--- src/rtl/ata_pio_pkg.sv ---
// ata_pio_pkg: shared types and helpers for the PIO transfer sequencer.
//   state_t    - sequencer states (IDLE, T1, T2, WAIT, RECOV)
//   tim_set_t  - one timing set {t1, t2, t4, teoc}; every field holds cycles-1
//   PIO_*_DEF  - mode-0 command-port defaults
//   unpack_tim - splits a {Teoc,T4,T2,T1} bus into a tim_set_t
//   max_tw     - larger of two timing fields
package ata_pio_pkg;

    localparam int TW = 8;

    localparam logic [TW-1:0] PIO_T1_DEF   = 8'd6;
    localparam logic [TW-1:0] PIO_T2_DEF   = 8'd28;
    localparam logic [TW-1:0] PIO_T4_DEF   = 8'd2;
    localparam logic [TW-1:0] PIO_TEOC_DEF = 8'd23;

    typedef enum logic [2:0] {
        IDLE  = 3'd0,
        T1    = 3'd1,
        T2    = 3'd2,
        WAIT  = 3'd3,
        RECOV = 3'd4
    } state_t;

    typedef struct packed {
        logic [TW-1:0] t1;
        logic [TW-1:0] t2;
        logic [TW-1:0] t4;
        logic [TW-1:0] teoc;
    } tim_set_t;

    function automatic tim_set_t unpack_tim(input logic [4*TW-1:0] bus);
        tim_set_t s;
        s.t1   = bus[TW-1:0];
        s.t2   = bus[2*TW-1:TW];
        s.t4   = bus[3*TW-1:2*TW];
        s.teoc = bus[4*TW-1:3*TW];
        return s;
    endfunction

    function automatic logic [TW-1:0] max_tw(input logic [TW-1:0] a, input logic [TW-1:0] b);
        return (a > b) ? a : b;
    endfunction

endpackage

--- src/rtl/ata_pio_timer.sv ---
// ata_pio_timer: loadable down-counter used to time PIO phases.
//   CLK_I, nReset - clock, async active-low reset
//   clr           - synchronous return to RST_VAL
//   load, d       - load a phase length (cycles-1); load wins over counting
//   en            - count down by one per cycle, holding at zero
//   zero          - counter is zero (current phase is in its last cycle)
module ata_pio_timer #(
    parameter int           W       = 8,
    parameter logic [W-1:0] RST_VAL = '0
) (
    input  logic         CLK_I,
    input  logic         nReset,
    input  logic         clr,
    input  logic         load,
    input  logic         en,
    input  logic [W-1:0] d,
    output logic         zero
);

    logic [W-1:0] cnt;

    always_ff @(posedge CLK_I or negedge nReset) begin
        if (!nReset) begin
            cnt <= RST_VAL;
        end else if (clr) begin
            cnt <= RST_VAL;
        end else if (load) begin
            cnt <= d;
        end else if (en && (cnt != '0)) begin
            cnt <= cnt - 1'b1;
        end
    end

    assign zero = (cnt == '0);

endmodule

--- src/rtl/ata_pio_seq.sv ---
// ata_pio_seq: one ATA PIO register/data cycle per request.
//   Host side : go/we/adr/dev/dat_i request, q read data, done/err pulses,
//               busy, timing sets cmd_tim/dev0_tim/dev1_tim ({Teoc,T4,T2,T1}),
//               fast_en per device, iordy_en {dev1,dev0,cmd}.
//   ATA side  : DDi/DDo/DDoe data bus, DA, CS0n, CS1n, DIORn, DIOWn, IORDY.
//   state_dbg : current sequencer state (state_t encoding).
//
// Handshake: go is sampled only while busy=0. The accepting edge raises busy;
// done (with err on an IORDY timeout) pulses for one cycle in the first
// recovery cycle, and busy falls when the sequencer is back in IDLE. go still
// high when recovery ends starts another transfer.
module ata_pio_seq
    import ata_pio_pkg::*;
#(
    parameter int TWIDTH    = TW,
    parameter int PIO_T1    = 6,
    parameter int PIO_T2    = 28,
    parameter int PIO_T4    = 2,
    parameter int PIO_TEOC  = 23,
    parameter int IORDY_TMO = 125
) (
    input  logic                CLK_I,
    input  logic                nReset,
    input  logic                RST_I,
    input  logic                go,
    input  logic                we,
    input  logic [3:0]          adr,
    input  logic                dev,
    input  logic [15:0]         dat_i,
    input  logic [4*TWIDTH-1:0] cmd_tim,
    input  logic [4*TWIDTH-1:0] dev0_tim,
    input  logic [4*TWIDTH-1:0] dev1_tim,
    input  logic [1:0]          fast_en,
    input  logic [2:0]          iordy_en,
    output logic [15:0]         q,
    output logic                done,
    output logic                err,
    output logic                busy,
    output logic [2:0]          state_dbg,
    input  logic [15:0]         DDi,
    output logic [15:0]         DDo,
    output logic                DDoe,
    output logic [2:0]          DA,
    output logic                CS0n,
    output logic                CS1n,
    output logic                DIORn,
    output logic                DIOWn,
    input  logic                IORDY
);

    localparam int                TMO_W    = $clog2(IORDY_TMO + 1);
    localparam logic [TMO_W-1:0]  TMO_LOAD = TMO_W'(IORDY_TMO - 1);

    state_t state, state_nx;

    logic iordy_s1, iordy_s;

    tim_set_t          sel_tim;
    logic              sel_ien;
    logic [TWIDTH-1:0] t2_l, t4_l, teoc_l;
    logic              ien_l, we_l;

    logic accept, enter_t2, enter_wait, enter_recov, timeout, leave;

    logic              ph_load, ph_zero, t4_zero;
    logic [TWIDTH-1:0] ph_d;
    logic [TMO_W-1:0]  tmo_cnt;
    logic              tmo_zero;

    // Timing set for the request on the bus: fast sets apply only to the
    // data port (adr 0) of a device whose fast timing is enabled.
    always_comb begin
        sel_tim = unpack_tim(cmd_tim);
        sel_ien = iordy_en[0];
        if ((adr == 4'b0000) && fast_en[dev]) begin
            if (dev) begin
                sel_tim = unpack_tim(dev1_tim);
                sel_ien = iordy_en[2];
            end else begin
                sel_tim = unpack_tim(dev0_tim);
                sel_ien = iordy_en[1];
            end
        end
    end

    // IORDY is asynchronous to CLK_I.
    always_ff @(posedge CLK_I or negedge nReset) begin
        if (!nReset) begin
            iordy_s1 <= 1'b0;
            iordy_s  <= 1'b0;
        end else if (RST_I) begin
            iordy_s1 <= 1'b0;
            iordy_s  <= 1'b0;
        end else begin
            iordy_s1 <= IORDY;
            iordy_s  <= iordy_s1;
        end
    end

    always_ff @(posedge CLK_I or negedge nReset) begin
        if (!nReset) begin
            state <= IDLE;
        end else if (RST_I) begin
            state <= IDLE;
        end else begin
            state <= state_nx;
        end
    end

    always_comb begin
        state_nx    = state;
        accept      = 1'b0;
        enter_t2    = 1'b0;
        enter_wait  = 1'b0;
        enter_recov = 1'b0;
        timeout     = 1'b0;
        leave       = 1'b0;
        case (state)
            IDLE: begin
                if (go) begin
                    accept   = 1'b1;
                    state_nx = T1;
                end
            end
            T1: begin
                if (ph_zero) begin
                    enter_t2 = 1'b1;
                    state_nx = T2;
                end
            end
            T2: begin
                if (ph_zero) begin
                    if (ien_l && !iordy_s) begin
                        enter_wait = 1'b1;
                        state_nx   = WAIT;
                    end else begin
                        enter_recov = 1'b1;
                        state_nx    = RECOV;
                    end
                end
            end
            WAIT: begin
                // A ready device wins over a timeout expiring in the same cycle.
                if (iordy_s) begin
                    enter_recov = 1'b1;
                    state_nx    = RECOV;
                end else if (tmo_zero) begin
                    enter_recov = 1'b1;
                    timeout     = 1'b1;
                    state_nx    = RECOV;
                end
            end
            RECOV: begin
                if (ph_zero) begin
                    leave    = 1'b1;
                    state_nx = IDLE;
                end
            end
            default: state_nx = IDLE;
        endcase
    end

    // One counter times T1, T2 and the whole recovery (max(T4,Teoc));
    // a second one times only the T4 data hold inside recovery.
    assign ph_load = accept | enter_t2 | enter_recov;

    always_comb begin
        ph_d = sel_tim.t1;
        if (enter_t2) begin
            ph_d = t2_l;
        end else if (enter_recov) begin
            ph_d = max_tw(t4_l, teoc_l);
        end
    end

    ata_pio_timer #(
        .W       (TWIDTH),
        .RST_VAL (TWIDTH'(PIO_T1))
    ) u_phase_timer (
        .CLK_I  (CLK_I),
        .nReset (nReset),
        .clr    (RST_I),
        .load   (ph_load),
        .en     (state != IDLE),
        .d      (ph_d),
        .zero   (ph_zero)
    );

    ata_pio_timer #(
        .W       (TWIDTH),
        .RST_VAL ('0)
    ) u_t4_timer (
        .CLK_I  (CLK_I),
        .nReset (nReset),
        .clr    (RST_I),
        .load   (enter_recov),
        .en     (state == RECOV),
        .d      (t4_l),
        .zero   (t4_zero)
    );

    always_ff @(posedge CLK_I or negedge nReset) begin
        if (!nReset) begin
            tmo_cnt <= '0;
        end else if (RST_I) begin
            tmo_cnt <= '0;
        end else if (enter_wait) begin
            tmo_cnt <= TMO_LOAD;
        end else if ((state == WAIT) && !tmo_zero) begin
            tmo_cnt <= tmo_cnt - 1'b1;
        end
    end

    assign tmo_zero = (tmo_cnt == '0);

    // Latched request and all registered ATA pins. The latched timing set
    // idles at the command-port defaults.
    always_ff @(posedge CLK_I or negedge nReset) begin
        if (!nReset) begin
            we_l   <= 1'b0;
            ien_l  <= 1'b0;
            t2_l   <= TWIDTH'(PIO_T2);
            t4_l   <= TWIDTH'(PIO_T4);
            teoc_l <= TWIDTH'(PIO_TEOC);
            q      <= '0;
            done   <= 1'b0;
            err    <= 1'b0;
            DDo    <= '0;
            DDoe   <= 1'b0;
            DA     <= '0;
            CS0n   <= 1'b1;
            CS1n   <= 1'b1;
            DIORn  <= 1'b1;
            DIOWn  <= 1'b1;
        end else if (RST_I) begin
            we_l   <= 1'b0;
            ien_l  <= 1'b0;
            t2_l   <= TWIDTH'(PIO_T2);
            t4_l   <= TWIDTH'(PIO_T4);
            teoc_l <= TWIDTH'(PIO_TEOC);
            q      <= '0;
            done   <= 1'b0;
            err    <= 1'b0;
            DDo    <= '0;
            DDoe   <= 1'b0;
            DA     <= '0;
            CS0n   <= 1'b1;
            CS1n   <= 1'b1;
            DIORn  <= 1'b1;
            DIOWn  <= 1'b1;
        end else begin
            done <= 1'b0;
            err  <= 1'b0;
            if (accept) begin
                we_l   <= we;
                ien_l  <= sel_ien;
                t2_l   <= sel_tim.t2;
                t4_l   <= sel_tim.t4;
                teoc_l <= sel_tim.teoc;
                CS0n   <= adr[3];
                CS1n   <= ~adr[3];
                DA     <= adr[2:0];
                if (we) begin
                    DDo  <= dat_i;
                    DDoe <= 1'b1;
                end
            end
            if (enter_t2) begin
                if (we_l) begin
                    DIOWn <= 1'b0;
                end else begin
                    DIORn <= 1'b0;
                end
            end
            if (enter_recov) begin
                DIORn <= 1'b1;
                DIOWn <= 1'b1;
                done  <= 1'b1;
                err   <= timeout;
                if (!we_l) begin
                    q <= DDi;
                end
            end
            if ((state == RECOV) && t4_zero) begin
                DDoe <= 1'b0;
            end
            if (leave) begin
                CS0n <= 1'b1;
                CS1n <= 1'b1;
                DA   <= '0;
                DDoe <= 1'b0;
            end
        end
    end

    assign busy      = (state != IDLE);
    assign state_dbg = state;

endmodule
--- config.mk ---
export PLATFORM = sky130hd
export DESIGN_NAME = ata_pio_seq
export DESIGN_NICKNAME = d
export VERILOG_FILES = /design/src/rtl/ata_pio_pkg.sv /design/src/rtl/ata_pio_timer.sv /design/src/rtl/ata_pio_seq.sv
export SDC_FILE = /design/constraint.sdc
export NUM_CORES = 1
export LEC_CHECK = 0
export BUFFER_PORTS_ARGS = -buffer_cell sky130_fd_sc_hd__buf_2
export CORE_MARGIN = 2
export CORE_UTILIZATION = 35
export CTS_CLUSTER_DIAMETER = 100
export CTS_CLUSTER_SIZE = 30
export DETAILED_ROUTE_END_ITERATION = 16
export PLACE_DENSITY = 0.67
export SLEW_MARGIN = 20
export SYNTH_ARGS = -nofsm -noshare
export SYNTH_HDL_FRONTEND = slang
export SYNTH_SLANG_ARGS = --single-unit
--- constraint.sdc ---
create_clock -name CLK_I -period 3 [get_ports CLK_I]
set_input_delay 0.15 -clock CLK_I [delete_from_list [all_inputs] [get_ports CLK_I]]
set_output_delay 0.15 -clock CLK_I [all_outputs]
set_load 0.03 [all_outputs]
==> impl_results.md, run 1 <==
- Status: finished clean
- Routed wire length: approximately 15000 um
- Worst skew pair latency: around 0.34 ns
- Fmax: ~0.37 GHz
- Sum Neg Setup Slack: 0 ns
- Busiest layer in global routing: met2
- DRC Markers: 0
- Antenna cells: 0
- R2r startpoint: u_phase_timer.cnt[0]
- Power Dens Cells: 629.3 mW/mm^2
- Fill cells: roughly 1500
- Wirelength per Cell: approximately 15 um
- Final-stage net count: roughly 950
- Critical Path Start Type: flop
- Clock Tree Buf Depth: 2
- Layout cells sized above 1: around a third
- Met1 Usage GRT: 25.27%
- Sequential power share: roughly 40%
- IO buf count: between 150 and 200
- Chip Width: roughly 130 um
- Post-synthesis register bit count: 96
- Post-layout minimum cycle time: approximately 2.7 ns
- First-pass GRT wire length: roughly 24000 um
- Hold_buf cts: 1
- Hpwl dp: between 10000 and 15000 um
- Logic pwr share: 36.3%
- Sequential area share after synthesis: between 40% and 50%
- Worst path required time: around 3.2 ns
- Number of distinct library cells after synthesis: 55
- Yosys Warn Count: 0
- Yosys top cell by area: dfrtp_1
- Num ports: 190
- Worst Hold Launch: DDi[7]
- RSZ-0062 raised after global routing: no
- Worst Slack Setup Final: 0.2769 ns
- Met3 GRT Util: 2.993%
- Rel. slew slack: 52.14%
- Max VDD drop: ~400 uV
- TritonCTS Buffers: 9
- CTS resizes: 0
- Met2 usage: between 20% and 30%
- Post-CTS setup buffer count: 0
- Die Span Y: between 100 and 150 um
- Clock root cell: clkbuf_16
- Final Skew: 0.009619 ns
- Async set or reset register ratio after synthesis: 100.0%
- Top cell type's share of synthesized area: a little under two fifths
- Largest net degree at the start of global routing: 55
- Top cells by area, synth: dfrtp_1, nand2_1, a21oi_1, mux2i_1, dfstp_2
- Gr ovfl total: 0
- CTS Sinks: 96
- Worst Setup End Kind: flop
- Part of the cycle the worst path needs: about nine tenths
- Pleak: between 3 and 4 nW
- Hold_ws: slightly above 0.03 ns
- Syn Inst Count: 622
- GPL Wtd Cong: between 0.8 and 0.9
- Fin cells: between 1000 and 1500
- Post-synthesis net count: just under 800
- Via count: 5088
- Die Area: between 0.015 and 0.02 mm^2
- Mapped Area: about 0.0055 mm^2
- Clock share of power: between 20% and 30%
- Synth-to-Final Area Change: 25.76%
- CP Class: flop to flop
- Reg2reg end: q[0]
- Starting Density: a little over a third
- Vias in the first global route: 4853
- Psw: ~1.7 mW
- Worst-Margin Slew: 0.7178 ns
- Gr usage total: between 10% and 20%
- Iter 0 DRT Violations: about 330
- R2r worst-path depth: 8
- Vias per inst: around 5.0
- FP Rows: 45
- Post-Place Worst Slack: between 0.3 and 0.4 ns
- Drt first pass iters: 5
- Hold endpoint: q[7]
- Antenna violations before repair: 0
- H-tree Lvls: 3
- Post-route ant nets: 0
- Top_reg_cell synth: dfrtp_1
- Hold Vio Cnt, Final: 0
- Hold path depth: 3
- R2R setup slack: 0.28 ns
- Pint: 2.693 mW
- Critical path arrival: around 2.9 ns
- Number of synthesized flops with an enable pin: 0
- # Max-Cap Violations: 0
- Worst-path clk slew: ~0.07 ns
- Final setup fails: 0
- Max Slew Vio Count: 0
- Core area: between 0.015 and 0.02 mm^2
- Mean Syn Cell Area: between 8 and 9 um^2
- Hold/Removal Path Class: primary input to flop
- Switching portion of total power: just under 40%
- DP Cell Count: around 1000
- Crit-path max FO: 16
- CTS tree: done
- Fin util: 45.42%
[layer usage]
metal / routed length, um / up-vias
met5: 0 / -
met4: 277 / 0
met3: 817 / 18
met2: 7059 / 163
met1: 7022 / 2381
li1: - / 2526
[worst max-delay path by stage]
stage	start	endpoint	slack, ns	cells after the start
floorplan	teoc_l[1]	u_phase_timer.cnt[7]	0.61	9
global placement	state_dbg[1]	DDo[15]	0.45	6
detailed placement	u_phase_timer.cnt[0]	q[0]	0.32	8
CTS	u_phase_timer.cnt[0]	q[0]	0.31	8
global route	u_phase_timer.cnt[0]	q[0]	0.02	8
finish	u_phase_timer.cnt[0]	q[0]	0.28	8
[registers in the layout, summed over array words and instances, names as in the netlist, 3 cells and up]
signal             cells
t2_l                   8
state_dbg              3
u_phase_timer.cnt      8
tmo_cnt                7
DA                     3
t4_l                   8
u_t4_timer.cnt         8
teoc_l                 8
q                     16
DDo                   16
[power by group through the flow]
stage | sequential [mW] | combinational [mW] | clock, mW
after floorplan | 1.80 | 1.05 | 0
final | 1.74 | 1.59 | 1.05
after global routing | 1.76 | 1.77 | 1.13
after CTS | 1.73 | 1.59 | 1.08
after global placement | 1.75 | 1.57 | 0
after detailed placement | 1.75 | 1.58 | 0
[synthesized netlist by cell type, drive strengths merged, types with 14 or more instances]
cell / number
nor2: 50
dfrtp: 82
nand2: 132
a211oi: 20
clkbuf: 26
nor3: 18
dfstp: 14
buf: 16
mux2i: 38
o211ai: 19
a21oi: 79
inv: 16
[worst max-delay path: stages (launching register included)]
cell      delay [ns]
dfrtp_1         0.40
inv_1           0.10
ha_1            0.25
nor4b_4         0.34
nand2_4         0.15
o32ai_4         0.56
nand2b_1        0.49
nand2_1         0.19
a21oi_1         0.08
[metrics by stage]
| step | power, mW | instance area (um^2) |
|---|---|---|
| after floorplan | 2.849 | 5532 |
| after global placement | 3.323 | 6678 |
| after detailed placement | 3.333 | 6678 |
| after CTS | 4.401 | 6957 |
| after global routing | 4.668 | 6957 |
| final | 4.378 | 6957 |
[layout make-up]
cell class / instances / area, um^2 / area share [%]
Clock buffer: 11 / 232.7 / 3.345
Clock inverter: 5 / 36.28 / 0.5216
Inverter: 16 / 60.06 / 0.8633
Multi-Input combinational cell: 468 / 2880 / 41.40
Sequential cell: 96 / 2420 / 34.78
Tap cell: 211 / 264.0 / 3.795
Timing Repair Buffer: 202 / 1064 / 15.29
[cells by family (layout without fill, tap and decap cells)]
kind of cell | Yosys count | in the layout | share of synthesized area (%)
buf+inv | 58 | 234 | 4.410
fa+ha+maj | 12 | 12 | 2.714
flops | 96 | 96 | 43.75
compound gates | 160 | 160 | 19.14
simple gates | 237 | 237 | 19.61
mux | 42 | 42 | 7.690
xor+xnor | 17 | 17 | 2.692
[placed cells by master, fill, tap and decap left out, types with 13 or more instances in the layout]
| cell type | count |
|---|---|
| buf_2 | 187 |
| nor3_1 | 15 |
| dfstp_2 | 14 |
| o211ai_1 | 19 |
| buf_4 | 13 |
| a21oi_1 | 79 |
| mux2i_1 | 38 |
| dfrtp_1 | 82 |
| nand2_1 | 129 |
| inv_1 | 15 |
| a211oi_1 | 20 |
| nor2_1 | 47 |
Power figures use the tool's default switching activity.
==> run 2: changes to the inputs <==
--- a/config.mk
+++ b/config.mk
@@ -6,6 +6,7 @@
 export NUM_CORES = 1
 export LEC_CHECK = 0
 export BUFFER_PORTS_ARGS = -buffer_cell sky130_fd_sc_hd__buf_2
+export CORE_ASPECT_RATIO = 0.8
 export CORE_MARGIN = 2
 export CORE_UTILIZATION = 35
 export CTS_CLUSTER_DIAMETER = 100
==> impl_results.md, run 2 (synthesized netlist as in run 1, its figures left out) <==
- Status: finished clean
- Crit-path cells: inv_1 > ha_1 > nor2b_1 > o211ai_1 > a21oi_1 > o31ai_4 > mux2_2 > a222oi_1 > o31ai_1
- R2R setup slack: approximately 0.38 ns
- Die Area: approximately 0.017 mm^2
- Die Span Y: between 100 and 150 um
- Hold_buf cts: 1
- Antenna violations before repair: 1
- Hold/Removal Path Class: primary input to flop
- Critical Path Start Type: flop
- DP Cell Count: between 900 and 1000
- Post-route ant nets: 0
- Most frequent cells in the layout: buf_2, nand2_1, dfrtp_1
- Fmax: between 0.3 and 0.4 GHz
- Hold Vio Cnt, Final: 0
- # Max-Cap Violations: 0
- Switching portion of total power: ~37%
- Rel. slew slack: roughly 46%
- Number of buffer and inverter stages on the critical path: 1
- Largest net degree at the start of global routing: 73
- Final-stage net count: 948
- Part of the cycle the worst path needs: 87.50%
- Crit-path max FO: 9
- Hold_ws: 0.02400 ns
- Most common cell after layout, fill and taps aside: buf_2
- Post-place instance area: approximately 0.0067 mm^2
- Wirelength per Cell: ~15 um
- RSZ-0062 raised after global routing: no
- Pleak: between 3 and 4 nW
- IO buf count: between 150 and 200
- GPL Wtd Cong: 0.9060
- Logic pwr share: between 30% and 40%
- Worst-path clk slew: 0.07 ns
- Post-layout minimum cycle time: about 2.6 ns
- Psw: between 1.5 and 2 mW
- Clock Tree Buf Depth: 2
- Design area: roughly 0.0070 mm^2
- DRC Markers: 0
- R2r startpoint: teoc_l[1]
- Reg2reg end: u_phase_timer.cnt[7]
- TritonCTS Buffers: 9
- Sum Neg Setup Slack: 0 ns
- Worst Hold Launch: DDi[7]
- Drt first pass iters: 4
- Pint: approximately 2.9 mW
- Worst-Margin Slew: between 0.8 and 0.9 ns
- Post-CTS setup buffer count: 0
- Hold endpoint: q[7]
- CP max-delay cell: dfstp_2
- Worst path top cell family by delay: compound AO/OA/AOI/OAI gates
- R2r worst-path depth: 9
- Routed wire length: 15390 um
- Clock share of power: between 20% and 30%
- First-pass GRT wire length: ~25000 um
- Gr usage total: around a fifth
- CTS resizes: 0
- Worst skew pair latency: about 0.35 ns
- CTS Sinks: between 90 and 100
- Iter 0 DRT Violations: roughly 320
- Vias in the first global route: approximately 4800
- Worst Setup End Kind: flop
- FP Rows: between 40 and 50
- Max Slew Vio Count: 0
- H-tree Lvls: 3
- Worst path required time: ~3.2 ns
- Clock root cell: clkbuf_16
- Chip Width: ~140 um
- Num ports: 190
- Power Dens Cells: between 600 and 700 mW/mm^2
- Gr ovfl total: 0
- Hpwl dp: roughly 11000 um
- Core area: ~0.016 mm^2
- Final setup fails: 0
- Sequential power share: 38.0%
- Fin cells: between 1000 and 1500
- Max VDD drop: a little over 300 uV
- CP Class: flop to flop
- CP peak stage delay: roughly 0.54 ns
- Vias per inst: ~4.9
- Via count: between 5000 and 6000
- Final Skew: 0.01206 ns
- Critical path arrival: about 2.8 ns
- CTS tree: done
- Synth-to-Final Area Change: 26.65%
- Starting Density: 35.47%
- Hold path depth: 3
- Layout cells sized above 1: around a third
- Biggest regs: DDo x16, q x16
[run 2: final cells by class]
class                      count  area, um^2
antenna                        1       2.502
clock buffer                  13       270.3
multi-input combinational    468        2880
tap                          215       269.0
clock inverter                 3       47.55
timing repair buffer         201        1056
sequential                    96        2420
inverter                      16       60.06
fill                        1599        8589
[run 2: per-stage QoR]
stage	total power [mW]	utilization [%]	worst slack, ns
floorplan	2.849	-	0.6056
global placement	3.341	42.80	0.4746
detailed placement	3.359	42.80	0.3963
CTS	4.593	44.91	0.3728
global route	4.868	44.92	0.1631
finish	4.563	44.92	0.3751
[run 2: worst max path at each step]
stage,start,end,slack [ns],cells past startpoint
floorplan,teoc_l[1],u_phase_timer.cnt[7],0.61,9
global placement,state_dbg[1],DDo[15],0.47,6
detailed placement,state_dbg[1],DDo[4],0.40,6
CTS,state_dbg[1],DDo[2],0.37,6
global route,state_dbg[1],DDo[2],0.16,6
finish,teoc_l[1],u_phase_timer.cnt[7],0.38,9
[run 2: power groups by stage]
stage	Clock [mW]	Sequential (mW)	Combinational, mW
after global routing	1.31	1.76	1.80
after global placement	0	1.75	1.59
after detailed placement	0	1.75	1.61
after floorplan	0	1.80	1.05
final	1.22	1.73	1.61
after CTS	1.25	1.73	1.62
[run 2: worst reg2reg max path: stages, from the launching register on]
cell      delay [ns]
dfstp_2         0.54
inv_1           0.04
ha_1            0.28
nor2b_1         0.13
o211ai_1        0.15
a21oi_1         0.12
o31ai_4         0.45
mux2_2          0.39
a222oi_1        0.24
o31ai_1         0.12
[run 2: layer usage]
| metal | wire length [um] | vias up | GRT usage (%) |
|---|---|---|---|
| met3 | 813 | 12 | 4.141 |
| met2 | 6836 | 141 | 29.51 |
| met4 | 194 | 0 | 5.307 |
| li1 | - | 2528 | - |
| met5 | 0 | - | 0 |
| met1 | 7541 | 2321 | 27.03 |
==> run 3: changes to the inputs <==
--- a/config.mk
+++ b/config.mk
@@ -5,13 +5,15 @@
 export SDC_FILE = /design/constraint.sdc
 export NUM_CORES = 1
 export LEC_CHECK = 0
+export ABC_CLOCK_PERIOD_IN_PS = 3000
 export BUFFER_PORTS_ARGS = -buffer_cell sky130_fd_sc_hd__buf_2
 export CORE_ASPECT_RATIO = 0.8
 export CORE_MARGIN = 2
 export CORE_UTILIZATION = 35
-export CTS_CLUSTER_DIAMETER = 100
+export CTS_CLUSTER_DIAMETER = 40
 export CTS_CLUSTER_SIZE = 30
 export DETAILED_ROUTE_END_ITERATION = 16
+export MAX_ROUTING_LAYER = met4
 export PLACE_DENSITY = 0.67
 export SLEW_MARGIN = 20
 export SYNTH_ARGS = -nofsm -noshare
==> impl_results.md, run 3 (synthesized netlist as in run 1, its figures left out) <==
- Hold_buf cts: 1
- CTS Sinks: 96
- Wirelength per Cell: around 15 um
- Die Area: between 0.015 and 0.02 mm^2
- TritonCTS Buffers: 9
- Routed wire length: between 15000 and 20000 um
- Worst skew pair latency: 0.35 ns
- Hpwl dp: around 11000 um
- Sum Neg Setup Slack: 0 ns
- Final-stage net count: 948
- Pleak: 3.291 nW
- Critical path arrival: approximately 2.9 ns
- Chip Width: 144.6 um
- CTS resizes: 0
- Biggest regs: DDo x16, q x16
- Gr usage total: between 10% and 20%
- Most common cell after layout, fill and taps aside: buf_2
- Layout cells sized above 1: a little under a third
- Part of the cycle the worst path needs: between 80% and 90%
- CTS tree: done
- Final setup fails: 0
- GPL Wtd Cong: 0.9216
- # Max-Cap Violations: 0
- DRC Markers: 0
- Vias per inst: 4.954
- Die Span Y: approximately 120 um
- FP Rows: roughly 40
- Post-route ant nets: 0
- Critical Path Start Type: flop
- Largest net degree at the start of global routing: 73
- Worst-path clk slew: ~0.070 ns
- Hold/Removal Path Class: primary input to flop
- Max VDD drop: ~310 uV
- Clock Tree Buf Depth: 2
- CP Class: flop to flop
- Fin util: ~45%
- Post-CTS setup buffer count: 0
- Post-layout minimum cycle time: roughly 2.6 ns
- IO buf count: 189
- Iter 0 DRT Violations: 305
- Power Dens Cells: roughly 650 mW/mm^2
- RSZ-0062 raised after global routing: no
- Worst Setup End Kind: flop
- Drt first pass iters: 5
- Synth-to-Final Area Change: 26.65%
- Hold Vio Cnt, Final: 0
- Most frequent cells in the layout: buf_2, nand2_1, dfrtp_1
- Max Slew Vio Count: 0
- Final Skew: 0.007538 ns
- Via count: between 5000 and 6000
- Starting Density: between 30% and 40%
- Gr ovfl total: 0
- H-tree Lvls: 3
- Crit-path max FO: 10
- Worst-Margin Slew: between 0.8 and 0.9 ns
- Fmax: 0.3827 GHz
- Worst path required time: between 3 and 4 ns
- Antenna violations before repair: 1
- Num ports: between 150 and 200
- Status: finished clean
- Core area: 0.01560 mm^2
- Clock root cell: clkbuf_16
- Vias in the first global route: ~4800
- Rel. slew slack: 46.40%
- First-pass GRT wire length: about 25000 um
- Total power draw: 4.557 mW
==> run 3: final cells by class <==
class | count | area (um^2)
diodes | 1 | 2.502
clock buffers | 13 | 270.3
clock inverters | 3 | 47.55
fillers | 1599 | 8589
inverters | 16 | 60.06
multi-input cells | 468 | 2880
flip-flops and latches | 96 | 2420
well taps | 215 | 269.0
repair buffers | 201 | 1056
==> run 3: worst paths after layout <==
path	startpoint	to	slack, ns	cells after the start
max reg2reg	u_phase_timer.cnt[0]	u_phase_timer.cnt[1]	0.39	9
max in group asynchronous	nReset	t2_l[4]	1.78	3
max	u_phase_timer.cnt[0]	u_phase_timer.cnt[1]	0.39	9
min	DDi[7]	q[7]	0.03	3
min reg2reg	iordy_s1	iordy_s	0.47	1
min in group asynchronous	nReset	t4_l[5]	0.36	2
==> run 3: critical path, stage by stage, from the launching register on <==
cell,delay (ns)
dfrtp_1,0.39
inv_1,0.11
ha_1,0.24
nor4b_4,0.33
nand2_4,0.15
o32ai_4,0.47
buf_4,0.27
nor3_1,0.08
a211oi_1,0.28
a2bb2oi_1,0.22
==> run 3: metrics by stage <==
stage | instances | hold WS, ns | area (um^2) | setup slack (ns)
after detailed placement | 995 | 0.2066 | 6675 | 0.3963
after floorplan | 622 | -0.1456 | 5532 | 0.6056
after global placement | 995 | 0.2061 | 6675 | 0.4746
after global routing | 1013 | 0.01654 | 7005 | 0.1631
after CTS | 1012 | 0.01582 | 7003 | 0.3728
final | 1013 | 0.02715 | 7005 | 0.3871
==> run 3: where the power goes <==
part           switching (mW)  internal, mW
Clock                   0.498         0.721
Sequential              0.220          1.52
Combinational           0.979         0.625
==> run 3: routing by layer <==
layer | up-vias | part of all wire, % | track usage, %
met1 | 2329 | 49 | 27.32
met2 | 147 | 45 | 29.48
met4 | 0 | 1.3 | 5.307
met3 | 13 | 5.1 | 3.854
li1 | 2529 | - | -
met5 | - | 0 | -
